**src/rtl/adc_spi_responder.sv**
```systemverilog
// adc_spi_responder: emulates a 12-bit serial ADC on a 4-wire SPI link.
// Every SPI pin is oversampled in the CLK domain. The design captures a config
// word from ADC_DIN and shifts a sample out on ADC_DOUT, MSB first. The sample
// comes from an external port or from an internal ramp.
module adc_spi_responder #(
  parameter int unsigned DATA_BITS = 12,
  parameter int unsigned CFG_BITS  = 6,
  parameter int unsigned RAMP_STEP = 1
) (
  input  logic                 CLK,
  input  logic                 reset,
  input  logic                 ADC_CS_N,
  input  logic                 ADC_SCLK,
  input  logic                 ADC_DIN,
  output logic                 ADC_DOUT,
  input  logic [DATA_BITS-1:0] sample_data,
  input  logic                 use_ramp,
  output logic [CFG_BITS-1:0]  cfg_word,
  output logic                 cfg_valid,
  output logic                 frame_abort,
  output logic                 busy,
  output logic [15:0]          frame_cnt
);

  localparam int unsigned CNT_W  = 6;
  localparam int unsigned FCNT_W = 16;
  localparam logic [CNT_W-1:0] CNT_MAX = '1;

  typedef enum logic {
    ST_IDLE  = 1'b0,
    ST_SHIFT = 1'b1
  } state_t;

  // Synchronizer and edge-detect flops
  logic r_cs_s1, r_cs_s2, r_cs_d;
  logic r_sck_s1, r_sck_s2, r_sck_d;
  logic r_din_s1, r_din_s2;

  // Frame state and registered outputs
  state_t               r_state,      w_state_nxt;
  logic [DATA_BITS-1:0] r_tx,         w_tx_nxt;
  logic [CFG_BITS-1:0]  r_rx,         w_rx_nxt;
  logic [CNT_W-1:0]     r_rx_cnt,     w_rx_cnt_nxt;
  logic [CNT_W-1:0]     r_tx_cnt,     w_tx_cnt_nxt;
  logic [CFG_BITS-1:0]  r_cfg_word,   w_cfg_word_nxt;
  logic                 r_cfg_valid,  w_cfg_valid_nxt;
  logic                 r_abort,      w_abort_nxt;
  logic                 r_busy,       w_busy_nxt;
  logic [FCNT_W-1:0]    r_frame_cnt,  w_frame_cnt_nxt;
  logic [DATA_BITS-1:0] r_ramp,       w_ramp_nxt;

  logic                 w_cs_fall, w_cs_rise, w_sck_rise, w_sck_fall;
  logic [CNT_W-1:0]     w_rx_cnt_inc, w_tx_cnt_inc;
  logic [DATA_BITS-1:0] w_load;

  // Two-flop synchronizers plus one edge-detect stage; CS_N idles high
  always_ff @(posedge CLK or posedge reset) begin
    if (reset) begin
      r_cs_s1  <= 1'b1;
      r_cs_s2  <= 1'b1;
      r_cs_d   <= 1'b1;
      r_sck_s1 <= 1'b0;
      r_sck_s2 <= 1'b0;
      r_sck_d  <= 1'b0;
      r_din_s1 <= 1'b0;
      r_din_s2 <= 1'b0;
    end else begin
      r_cs_s1  <= ADC_CS_N;
      r_cs_s2  <= r_cs_s1;
      r_cs_d   <= r_cs_s2;
      r_sck_s1 <= ADC_SCLK;
      r_sck_s2 <= r_sck_s1;
      r_sck_d  <= r_sck_s2;
      r_din_s1 <= ADC_DIN;
      r_din_s2 <= r_din_s1;
    end
  end

  assign w_cs_fall  =  r_cs_d  & ~r_cs_s2;
  assign w_cs_rise  = ~r_cs_d  &  r_cs_s2;
  assign w_sck_rise = ~r_sck_d &  r_sck_s2;
  assign w_sck_fall =  r_sck_d & ~r_sck_s2;

  assign w_rx_cnt_inc = (r_rx_cnt == CNT_MAX) ? r_rx_cnt : r_rx_cnt + CNT_W'(1);
  assign w_tx_cnt_inc = (r_tx_cnt == CNT_MAX) ? r_tx_cnt : r_tx_cnt + CNT_W'(1);
  assign w_load       = use_ramp ? r_ramp : sample_data;

  // State and frame register bank
  always_ff @(posedge CLK or posedge reset) begin
    if (reset) begin
      r_state     <= ST_IDLE;
      r_tx        <= '0;
      r_rx        <= '0;
      r_rx_cnt    <= '0;
      r_tx_cnt    <= '0;
      r_cfg_word  <= '0;
      r_cfg_valid <= 1'b0;
      r_abort     <= 1'b0;
      r_busy      <= 1'b0;
      r_frame_cnt <= '0;
      r_ramp      <= '0;
    end else begin
      r_state     <= w_state_nxt;
      r_tx        <= w_tx_nxt;
      r_rx        <= w_rx_nxt;
      r_rx_cnt    <= w_rx_cnt_nxt;
      r_tx_cnt    <= w_tx_cnt_nxt;
      r_cfg_word  <= w_cfg_word_nxt;
      r_cfg_valid <= w_cfg_valid_nxt;
      r_abort     <= w_abort_nxt;
      r_busy      <= w_busy_nxt;
      r_frame_cnt <= w_frame_cnt_nxt;
      r_ramp      <= w_ramp_nxt;
    end
  end

  // Next-state logic. ADC_DOUT is the MSB of the TX register, which is held at
  // zero whenever no data bit is being presented.
  always_comb begin
    w_state_nxt     = r_state;
    w_tx_nxt        = r_tx;
    w_rx_nxt        = r_rx;
    w_rx_cnt_nxt    = r_rx_cnt;
    w_tx_cnt_nxt    = r_tx_cnt;
    w_cfg_word_nxt  = r_cfg_word;
    w_cfg_valid_nxt = 1'b0;
    w_abort_nxt     = 1'b0;
    w_busy_nxt      = r_busy;
    w_frame_cnt_nxt = r_frame_cnt;
    w_ramp_nxt      = r_ramp;

    case (r_state)
      ST_IDLE: begin
        w_tx_nxt   = '0;
        w_busy_nxt = 1'b0;
        if (w_cs_fall) begin
          w_tx_nxt     = w_load;
          w_rx_nxt     = '0;
          w_rx_cnt_nxt = '0;
          w_tx_cnt_nxt = '0;
          w_busy_nxt   = 1'b1;
          w_state_nxt  = ST_SHIFT;
        end
      end

      ST_SHIFT: begin
        if (w_cs_rise) begin
          // End of frame wins over any coincident SCLK edge
          w_state_nxt = ST_IDLE;
          w_busy_nxt  = 1'b0;
          w_tx_nxt    = '0;
          if (r_rx_cnt >= CNT_W'(CFG_BITS)) begin
            w_cfg_word_nxt  = r_rx;
            w_cfg_valid_nxt = 1'b1;
            w_frame_cnt_nxt = r_frame_cnt + FCNT_W'(1);
            w_ramp_nxt      = r_ramp + DATA_BITS'(RAMP_STEP);
          end else begin
            w_abort_nxt = 1'b1;
          end
        end else begin
          if (w_sck_rise) begin
            // Only the first CFG_BITS bits are kept; first bit ends in the MSB
            if (r_rx_cnt < CNT_W'(CFG_BITS)) begin
              w_rx_nxt = {r_rx[CFG_BITS-2:0], r_din_s2};
            end
            w_rx_cnt_nxt = w_rx_cnt_inc;
          end
          if (w_sck_fall) begin
            w_tx_cnt_nxt = w_tx_cnt_inc;
            if (w_tx_cnt_inc < CNT_W'(DATA_BITS)) begin
              w_tx_nxt = {r_tx[DATA_BITS-2:0], 1'b0};
            end else begin
              w_tx_nxt = '0;
            end
          end
        end
      end

      default: begin
        w_state_nxt = ST_IDLE;
        w_tx_nxt    = '0;
        w_busy_nxt  = 1'b0;
      end
    endcase
  end

  assign ADC_DOUT    = r_tx[DATA_BITS-1];
  assign cfg_word    = r_cfg_word;
  assign cfg_valid   = r_cfg_valid;
  assign frame_abort = r_abort;
  assign busy        = r_busy;
  assign frame_cnt   = r_frame_cnt;

endmodule

```
**config.mk**
```make
export PLATFORM = sky130hd
export DESIGN_NAME = adc_spi_responder
export DESIGN_NICKNAME = d
export VERILOG_FILES = /design/src/rtl/adc_spi_responder.sv
export SDC_FILE = /design/constraint.sdc
export NUM_CORES = 1
export LEC_CHECK = 0
export BUFFER_PORTS_ARGS = -buffer_cell sky130_fd_sc_hd__buf_2
export CORE_UTILIZATION = 40
export CTS_CLUSTER_SIZE = 14
export DETAILED_ROUTE_END_ITERATION = 7
export PLACE_DENSITY_LB_ADDON = 0.2
export SYNTH_ARGS = -nofsm -noshare
export SYNTH_HDL_FRONTEND = slang
export SYNTH_SLANG_ARGS = --single-unit
```
**constraint.sdc**
```tcl
create_clock -name CLK -period 4.6 [get_ports CLK]
set_input_delay 0.92 -clock CLK [delete_from_list [all_inputs] [get_ports CLK]]
set_output_delay 0.92 -clock CLK [all_outputs]
set_load 0.02 [all_outputs]
```
==> flow_summary.json, run 1 <==
{
  "clkLatencyLatePin_ns": 0.34,
  "ffs_latches_synth": 76,
  "cts_repair_resize_count": 0,
  "cap_violations": 0,
  "htree_levels": 3,
  "start_kind": "flop",
  "critPathKind": "reg -> reg",
  "relSlewSlack_pct": 21.0,
  "ys_dominant_reg_cell": "sky130_fd_sc_hd__dfrtp_1",
  "worstPathArrival_ns": 2.54,
  "synth_enable_flop_cells": 0,
  "route.detailed.wl_per_inst_microns": 14.7,
  "drt-initial-drc-count": 93,
  "grt_overflow": 0,
  "final_cell_area_sq_um": 4020,
  "cp_slowest_stage_delay_ns": 0.92,
  "worst_slew_pin_slew_ns": 1.17,
  "area_delta_synth_final_pct": 13.3,
  "nets": 367,
  "fin_crit_share_pct": 49.6,
  "cts_buffer_depth": 2,
  "worst_setup_hold_path_clk_slew_ns": 0.07,
  "first_pass_iters": 5,
  "finalMaxSlewViolations": 0,
  "timing.final.crit_period_ns": 2.28,
  "detailed_place.area_sq_um": 3810,
  "via_count_of_the_first_global_routing_pass": 2365,
  "worst_setup_path_end_kind": "flop",
  "layout.cells.most_common_list": "73 x sky130_fd_sc_hd__dfrtp_1, 43 x sky130_fd_sc_hd__buf_2, 33 x sky130_fd_sc_hd__nand2_1",
  "die_w_microns": 96.2,
  "gpl.final_weighted_congestion": 0.761,
  "power.leakage_nw": 1.99,
  "grt_pass1_wl_microns": 11200,
  "placed_cells_incl_taps": 438,
  "status": "completed",
  "stdcell_count": 454,
  "final_common_cell": "sky130_fd_sc_hd__dfrtp_1",
  "synth.avg_cell_area_sq_um": 11.7,
  "io_pins": 44,
  "required_time_of_the_worst_setup_path_ns": 4.86,
  "achievable-frequency_mhz": 439,
  "globalRouteTotalUtil_pct": 16.0,
  "grt_max_degree": 46,
  "nFillCells": 798,
  "hold_buffers": 0,
  "initial_core_util_pct": 42.3,
  "cp_slowest_cell": "sky130_fd_sc_hd__a41oi_1",
  "ys_types": 48,
  "crit_buf_inv": 0,
  "chipHeight_microns": 96.2,
  "remaining_drc_errors": 0,
  "cp_cell_sequence": "nor3b_1 > a41oi_1 > nand2_1 > o21ai_2",
  "final_hold_viol_count": 0,
  "hold_class": "reg -> reg",
  "io_buffers": 43,
  "synthesis.instances": 302,
  "netlist_area_sq_um": 3550,
  "placement_rows": 33,
  "report.final.setup_viol": 0,
  "synthesis.nets": 325,
  "fp.coreArea_sq_um": 8380,
  "routed-via-count": 2373,
  "placement.setup.worst_slack_ns": 2.31,
  "n_antenna_cell": 0,
  "peakVddDrop_mv": 0.196,
  "power_density_nw_per_um2": 361,
  "synth-async-reset-ratio_pct": 100,
  "ctsRootBufferMaster": "sky130_fd_sc_hd__clkbuf_8",
  "detail_route.vias_per_cell": 5.23,
  "clkSinkCount": 76,
  "detail-route-antenna-nets": 0,
  "crit_family": "compound AO/OA/AOI/OAI gates",
  "crit_path_max_fanout": 22,
  "grt_setup_unrepaired": "no",
  "layout-drive-gt1-share_pct": 24.4,
  "antenna_found_initial": 0,
  "design.die.area_sq_um": 9240,
  "dpl.hpwl_microns": 4520,
  "setup_tns_ns": 0,
  "synth-seq-area-share_pct": 53.7,
  "yosysWarnings": 0,
  "cts_setup_buffers": 0,
  "numCtsBuffers": 9,
  "final.setup.worst_slack_ns": 2.32,
  "drt-total-wl_microns": 6700,
  "final.setup_skew_ns": 0.0136,
  "clock_tree_from_tritoncts": "built"
}
-- per-stage QoR --
step / total power, mW / utilization [%] / hold slack [ns]
final: 1.45 / 47.9 / 0.355
after CTS: 1.47 / 47.9 / 0.358
after global routing: 1.52 / 47.9 / 0.360
after detailed placement: 0.922 / 45.4 / 0.340
after global placement: 0.916 / 45.4 / 0.333
after floorplan: 0.875 / - / 0.331
-- layout make-up --
cell class / instances / area (sq um) / share of cell area [%]
Timing Repair Buffer: 44 / 223 / 5.54
Clock buffer: 11 / 131 / 3.27
Sequential cell: 76 / 1910 / 47.4
Multi-Input combinational cell: 207 / 1530 / 38.0
Clock inverter: 5 / 78.8 / 1.96
Inverter: 6 / 22.5 / 0.561
Tap cell: 105 / 131 / 3.27
-- state kept, by name, indices dropped and copies added (netlist names) --
name / cells
r_cs_s2: 1
frame_abort: 1
r_sck_s1: 1
cfg_valid: 1
r_tx_cnt: 6
r_rx: 6
r_rx_cnt: 6
r_state: 1
cfg_word: 6
r_cs_s1: 1
r_tx: 12
r_ramp: 12
busy: 1
frame_cnt: 16
r_cs_d: 1
r_din_s2: 1
r_din_s1: 1
r_sck_s2: 1
r_sck_d: 1
-- synthesized netlist by cell type, types with 2 or more instances --
library cell	n	area share, %
sky130_fd_sc_hd__mux2i_1	19	5.4
sky130_fd_sc_hd__or4b_1	2	0.56
sky130_fd_sc_hd__nand3_1	16	2.3
sky130_fd_sc_hd__nand2_1	33	3.5
sky130_fd_sc_hd__xnor2_1	23	5.7
sky130_fd_sc_hd__and4_1	5	1.2
sky130_fd_sc_hd__mux2_4	6	2.5
sky130_fd_sc_hd__and2_1	3	0.53
sky130_fd_sc_hd__ha_1	5	1.8
sky130_fd_sc_hd__o21ai_2	5	1.2
sky130_fd_sc_hd__mux2_2	2	0.64
sky130_fd_sc_hd__o21ai_1	5	0.71
sky130_fd_sc_hd__buf_6	3	0.95
sky130_fd_sc_hd__xor2_1	3	0.74
sky130_fd_sc_hd__a21oi_1	5	0.71
sky130_fd_sc_hd__and3_1	8	1.4
sky130_fd_sc_hd__buf_4	4	0.85
sky130_fd_sc_hd__a221o_1	12	3.4
sky130_fd_sc_hd__inv_1	6	0.64
sky130_fd_sc_hd__buf_2	5	0.71
sky130_fd_sc_hd__nand2b_1	2	0.35
sky130_fd_sc_hd__dfrtp_1	73	52
sky130_fd_sc_hd__dfstp_2	3	2.2
sky130_fd_sc_hd__nor2_1	17	1.8
sky130_fd_sc_hd__nor2b_1	3	0.53
sky130_fd_sc_hd__nand4_1	12	2.1
-- power breakdown --
group | internal [mW] | leakage [nW] | switching [mW]
Sequential | 0.711 | 1.03 | 0.0555
Combinational | 0.0573 | 0.852 | 0.0847
Clock | 0.305 | 0.107 | 0.236
Total | 1.07 | 1.99 | 0.376
-- final timing paths --
path,from,end,slack [ns],depth (start not counted)
worst max-delay path,r_state,r_rx[0],2.32,4
worst min-delay path,r_din_s1,r_din_s2,0.36,0
worst max register to register,r_state,r_rx[0],2.32,4
worst min register to register,r_din_s1,r_din_s2,0.36,0
max in group asynchronous,reset,r_cs_s1,2.83,3
min in group asynchronous,reset,frame_cnt[3],0.76,2
-- logic make-up (layout without fill, tap and decap cells) --
family,Yosys count,count (layout),share of synthesized area [%]
AND/OR/NAND/NOR,112,112,17.3
flip-flops,76,76,53.7
AO/OA/AOI/OAI,37,37,9.03
multiplexers,27,27,8.54
XOR/XNOR,26,26,6.42
buffers and inverters,19,66,3.25
adder cells (fa/ha/maj),5,5,1.76
-- metal layers --
metal  vias to the layer above  share of wire, %  GRT usage (%)
met1                      1156                49           21.0
met3                         7               3.4           5.45
li1                       1167                 -              -
met2                        43                47           24.8
met5                         -                 0              0
met4                         0               1.2           4.73
(Power assumes the default switching activity.)
==> run 2, diff against run 1 <==
Settings changed: ABC_AREA set to 1.
Clock period 4.6 ns to 2.2 ns, I/O delays scaled along.
==> run 2 against run 1 <==
Effect of this change: worst setup slack got worse by 1.9 ns; clock-buffer cell count unchanged; via count increased by 36%; sequential power increased by 110%; worst hold slack got worse by 0.21 ns; routed wire length increased by 20%; clock power increased by 73%; power increased by 100%; flip-flop and latch count unchanged; critical path type unchanged; largest cell class unchanged.
==> flow_summary.json, run 2 <==
{
  "final_common_cell": "sky130_fd_sc_hd__nand2_1",
  "grt_pass1_wl_microns": 14400,
  "synth_enable_flop_cells": 0,
  "antenna_found_initial": 0,
  "gpl.final_weighted_congestion": 0.848,
  "cp_slowest_cell": "sky130_fd_sc_hd__dfrtp_1",
  "ctsRootBufferMaster": "sky130_fd_sc_hd__clkbuf_8",
  "cap_violations": 0,
  "route.detailed.wl_per_inst_microns": 12.0,
  "area_share_of_xor_xnor_cells_in_the_synthesized_design_pct": 5.45,
  "finalMaxSlewViolations": 0,
  "synth-async-reset-ratio_pct": 100,
  "ys_dominant_reg_cell": "sky130_fd_sc_hd__dfrtp_1",
  "peakVddDrop_mv": 0.282,
  "grt_overflow": 0,
  "numCtsBuffers": 9,
  "fp.coreArea_sq_um": 9280,
  "yosysTopAreaCellShare_pct": 47.4,
  "area_delta_synth_final_pct": 14.2,
  "crit_path_max_fanout": 17,
  "cells_taking_the_most_area_after_synthesis": "sky130_fd_sc_hd__dfrtp_1 47%, sky130_fd_sc_hd__nand2_1 17%, sky130_fd_sc_hd__inv_1 5.4%, sky130_fd_sc_hd__o21ai_0 5.1%, sky130_fd_sc_hd__xor2_1 4.1%",
  "drt-total-wl_microns": 8060,
  "htree_levels": 3,
  "ff2ff_setup_slack_ns": 0.42,
  "ys_types": 27,
  "worstPathArrival_ns": 2.05,
  "report.final.setup_viol": 0,
  "initial_core_util_pct": 41.5,
  "layout.core_utilization_pct": 47.4,
  "cts_setup_buffers": 0,
  "routed-via-count": 3217,
  "status": "completed",
  "grt_max_degree": 33,
  "clkLatencyLatePin_ns": 0.34,
  "cp_cell_sequence": "nand2_1 > a21oi_4 > buf_4 > nand2_1 > nor2_1 > xor2_1",
  "design.die.area_sq_um": 10000,
  "critPathKind": "reg -> reg",
  "dominant_combinational_cell_family_by_area_after_synthesis": "simple AND/OR/NAND/NOR gates",
  "required_time_of_the_worst_setup_path_ns": 2.46,
  "achievable-frequency_mhz": 561,
  "first_pass_iters": 4,
  "crit_buf_inv": 1,
  "setup_tns_ns": 0,
  "hold_buffers": 0,
  "io_pins": 44,
  "worst_slew_pin_slew_ns": 0.556,
  "detail_route.vias_per_cell": 4.77,
  "timing.reg2reg.worst_path_depth": 6,
  "yosysWarnings": 0,
  "crit_family": "flip-flops",
  "cts_repair_resize_count": 0,
  "dpl.hpwl_microns": 5830,
  "worst_setup_path_end_kind": "flop",
  "start_kind": "flop",
  "globalRouteTotalUtil_pct": 18.0,
  "timing.final.crit_period_ns": 1.78,
  "cp_slowest_stage_delay_ns": 0.67,
  "die_w_microns": 100,
  "n_antenna_cell": 0,
  "synthesis.instances": 493,
  "power.leakage_nw": 2.22,
  "remaining_drc_errors": 0,
  "chipHeight_microns": 100,
  "synth.avg_cell_area_sq_um": 7.82,
  "layout-drive-gt1-share_pct": 14.9,
  "synth_most_common_cell": "sky130_fd_sc_hd__nand2_1",
  "detail-route-antenna-nets": 0,
  "clkSinkCount": 76,
  "final.setup_skew_ns": 0.00760,
  "hold_class": "in -> async",
  "layout.cells.most_common_list": "171 x sky130_fd_sc_hd__nand2_1, 73 x sky130_fd_sc_hd__dfrtp_1, 54 x sky130_fd_sc_hd__inv_1",
  "flip_flop_count_of_the_largest_register_all_copies_and_words_added": 16,
  "netlist_area_sq_um": 3860,
  "worst_setup_hold_path_clk_slew_ns": 0.08,
  "timing.rr.end": "frame_cnt[7]",
  "synth-compound-area-share_pct": 6.62,
  "final_cell_area_sq_um": 4400,
  "netlist.top_cell.by_area": "sky130_fd_sc_hd__dfrtp_1",
  "relSlewSlack_pct": 62.9,
  "synth-seq-area-share_pct": 49.4,
  "cts_buffer_depth": 2,
  "clock_tree_from_tritoncts": "built",
  "grt_setup_unrepaired": "no",
  "synth_mux_area_share_pct": 0,
  "worst_r2r_startpoint": "r_state",
  "final_hold_viol_count": 0,
  "placement_rows": 35,
  "synth_fa_ha_area_share_pct": 1.62,
  "power_density_nw_per_um2": 666,
  "nFillCells": 949,
  "via_count_of_the_first_global_routing_pass": 3210,
  "synthesis.nets": 516,
  "detailed_place.area_sq_um": 4240,
  "fin_crit_share_pct": 81.0,
  "drt-initial-drc-count": 131,
  "io_buffers": 43,
  "yosys-top-cells-count": "171 x sky130_fd_sc_hd__nand2_1, 73 x sky130_fd_sc_hd__dfrtp_1, 55 x sky130_fd_sc_hd__inv_1",
  "synth_simple_gate_area_share_pct": 29.3,
  "nets": 564,
  "worst_path_most_repeated_cell": "sky130_fd_sc_hd__nand2_1",
  "ffs_latches_synth": 76
}
run 2: per-stage QoR:
step / instances / hold WS (ns) / total power [mW] / worst slack [ns]
after floorplan: 493 / 0.331 / 1.90 / 0.695
after global placement: 659 / 0.335 / 2.02 / 0.393
after detailed placement: 659 / 0.338 / 2.03 / 0.428
after CTS: 674 / 0.151 / 2.97 / 0.399
after global routing: 674 / 0.167 / 3.11 / 0.181
final: 674 / 0.141 / 2.93 / 0.419
run 2: logic make-up after synthesis:
| logic type | after synthesis |
|---|---|
| adder cells (fa/ha/maj) | 5 |
| AO/OA/AOI/OAI | 48 |
| XOR/XNOR | 24 |
| AND/OR/NAND/NOR | 268 |
| buffers and inverters | 72 |
| flip-flops | 76 |
run 2: routing by layer:
metal,part of all wire (%),routed length (microns),global-route usage (%)
met1,48,3900,24.0
met2,47,3780,29.6
met3,3.7,300,3.48
met4,1.0,83,6.02
met5,0,0,0
run 2: layout make-up:
type	count	area [sq um]	share of cell area [%]
clock buffer	11	141	3.21
clock inverter	4	26.3	0.597
inverter	57	218	4.94
multi-input combinational	345	1660	37.6
sequential	76	1910	43.3
tap	129	161	3.66
timing repair buffer	52	295	6.70
run 2: worst max path at each step:
stage / start / end / slack, ns / depth (start not counted)
floorplan: r_tx_cnt[0] / r_tx[5] / 0.69 / 11
global placement: r_state / frame_cnt[7] / 0.39 / 6
detailed placement: r_state / frame_cnt[7] / 0.43 / 6
CTS: r_state / frame_cnt[7] / 0.40 / 6
global route: r_state / r_rx[1] / 0.18 / 6
finish: r_state / frame_cnt[7] / 0.42 / 6
run 2: where the power goes:
| group | total (mW) | leakage [nW] | internal [mW] | switching (mW) |
|---|---|---|---|---|
| Clock | 0.935 | 0.0852 | 0.433 | 0.502 |
| Sequential | 1.61 | 1.03 | 1.50 | 0.107 |
| Combinational | 0.388 | 1.11 | 0.134 | 0.254 |
| Total | 2.93 | 2.22 | 2.07 | 0.863 |
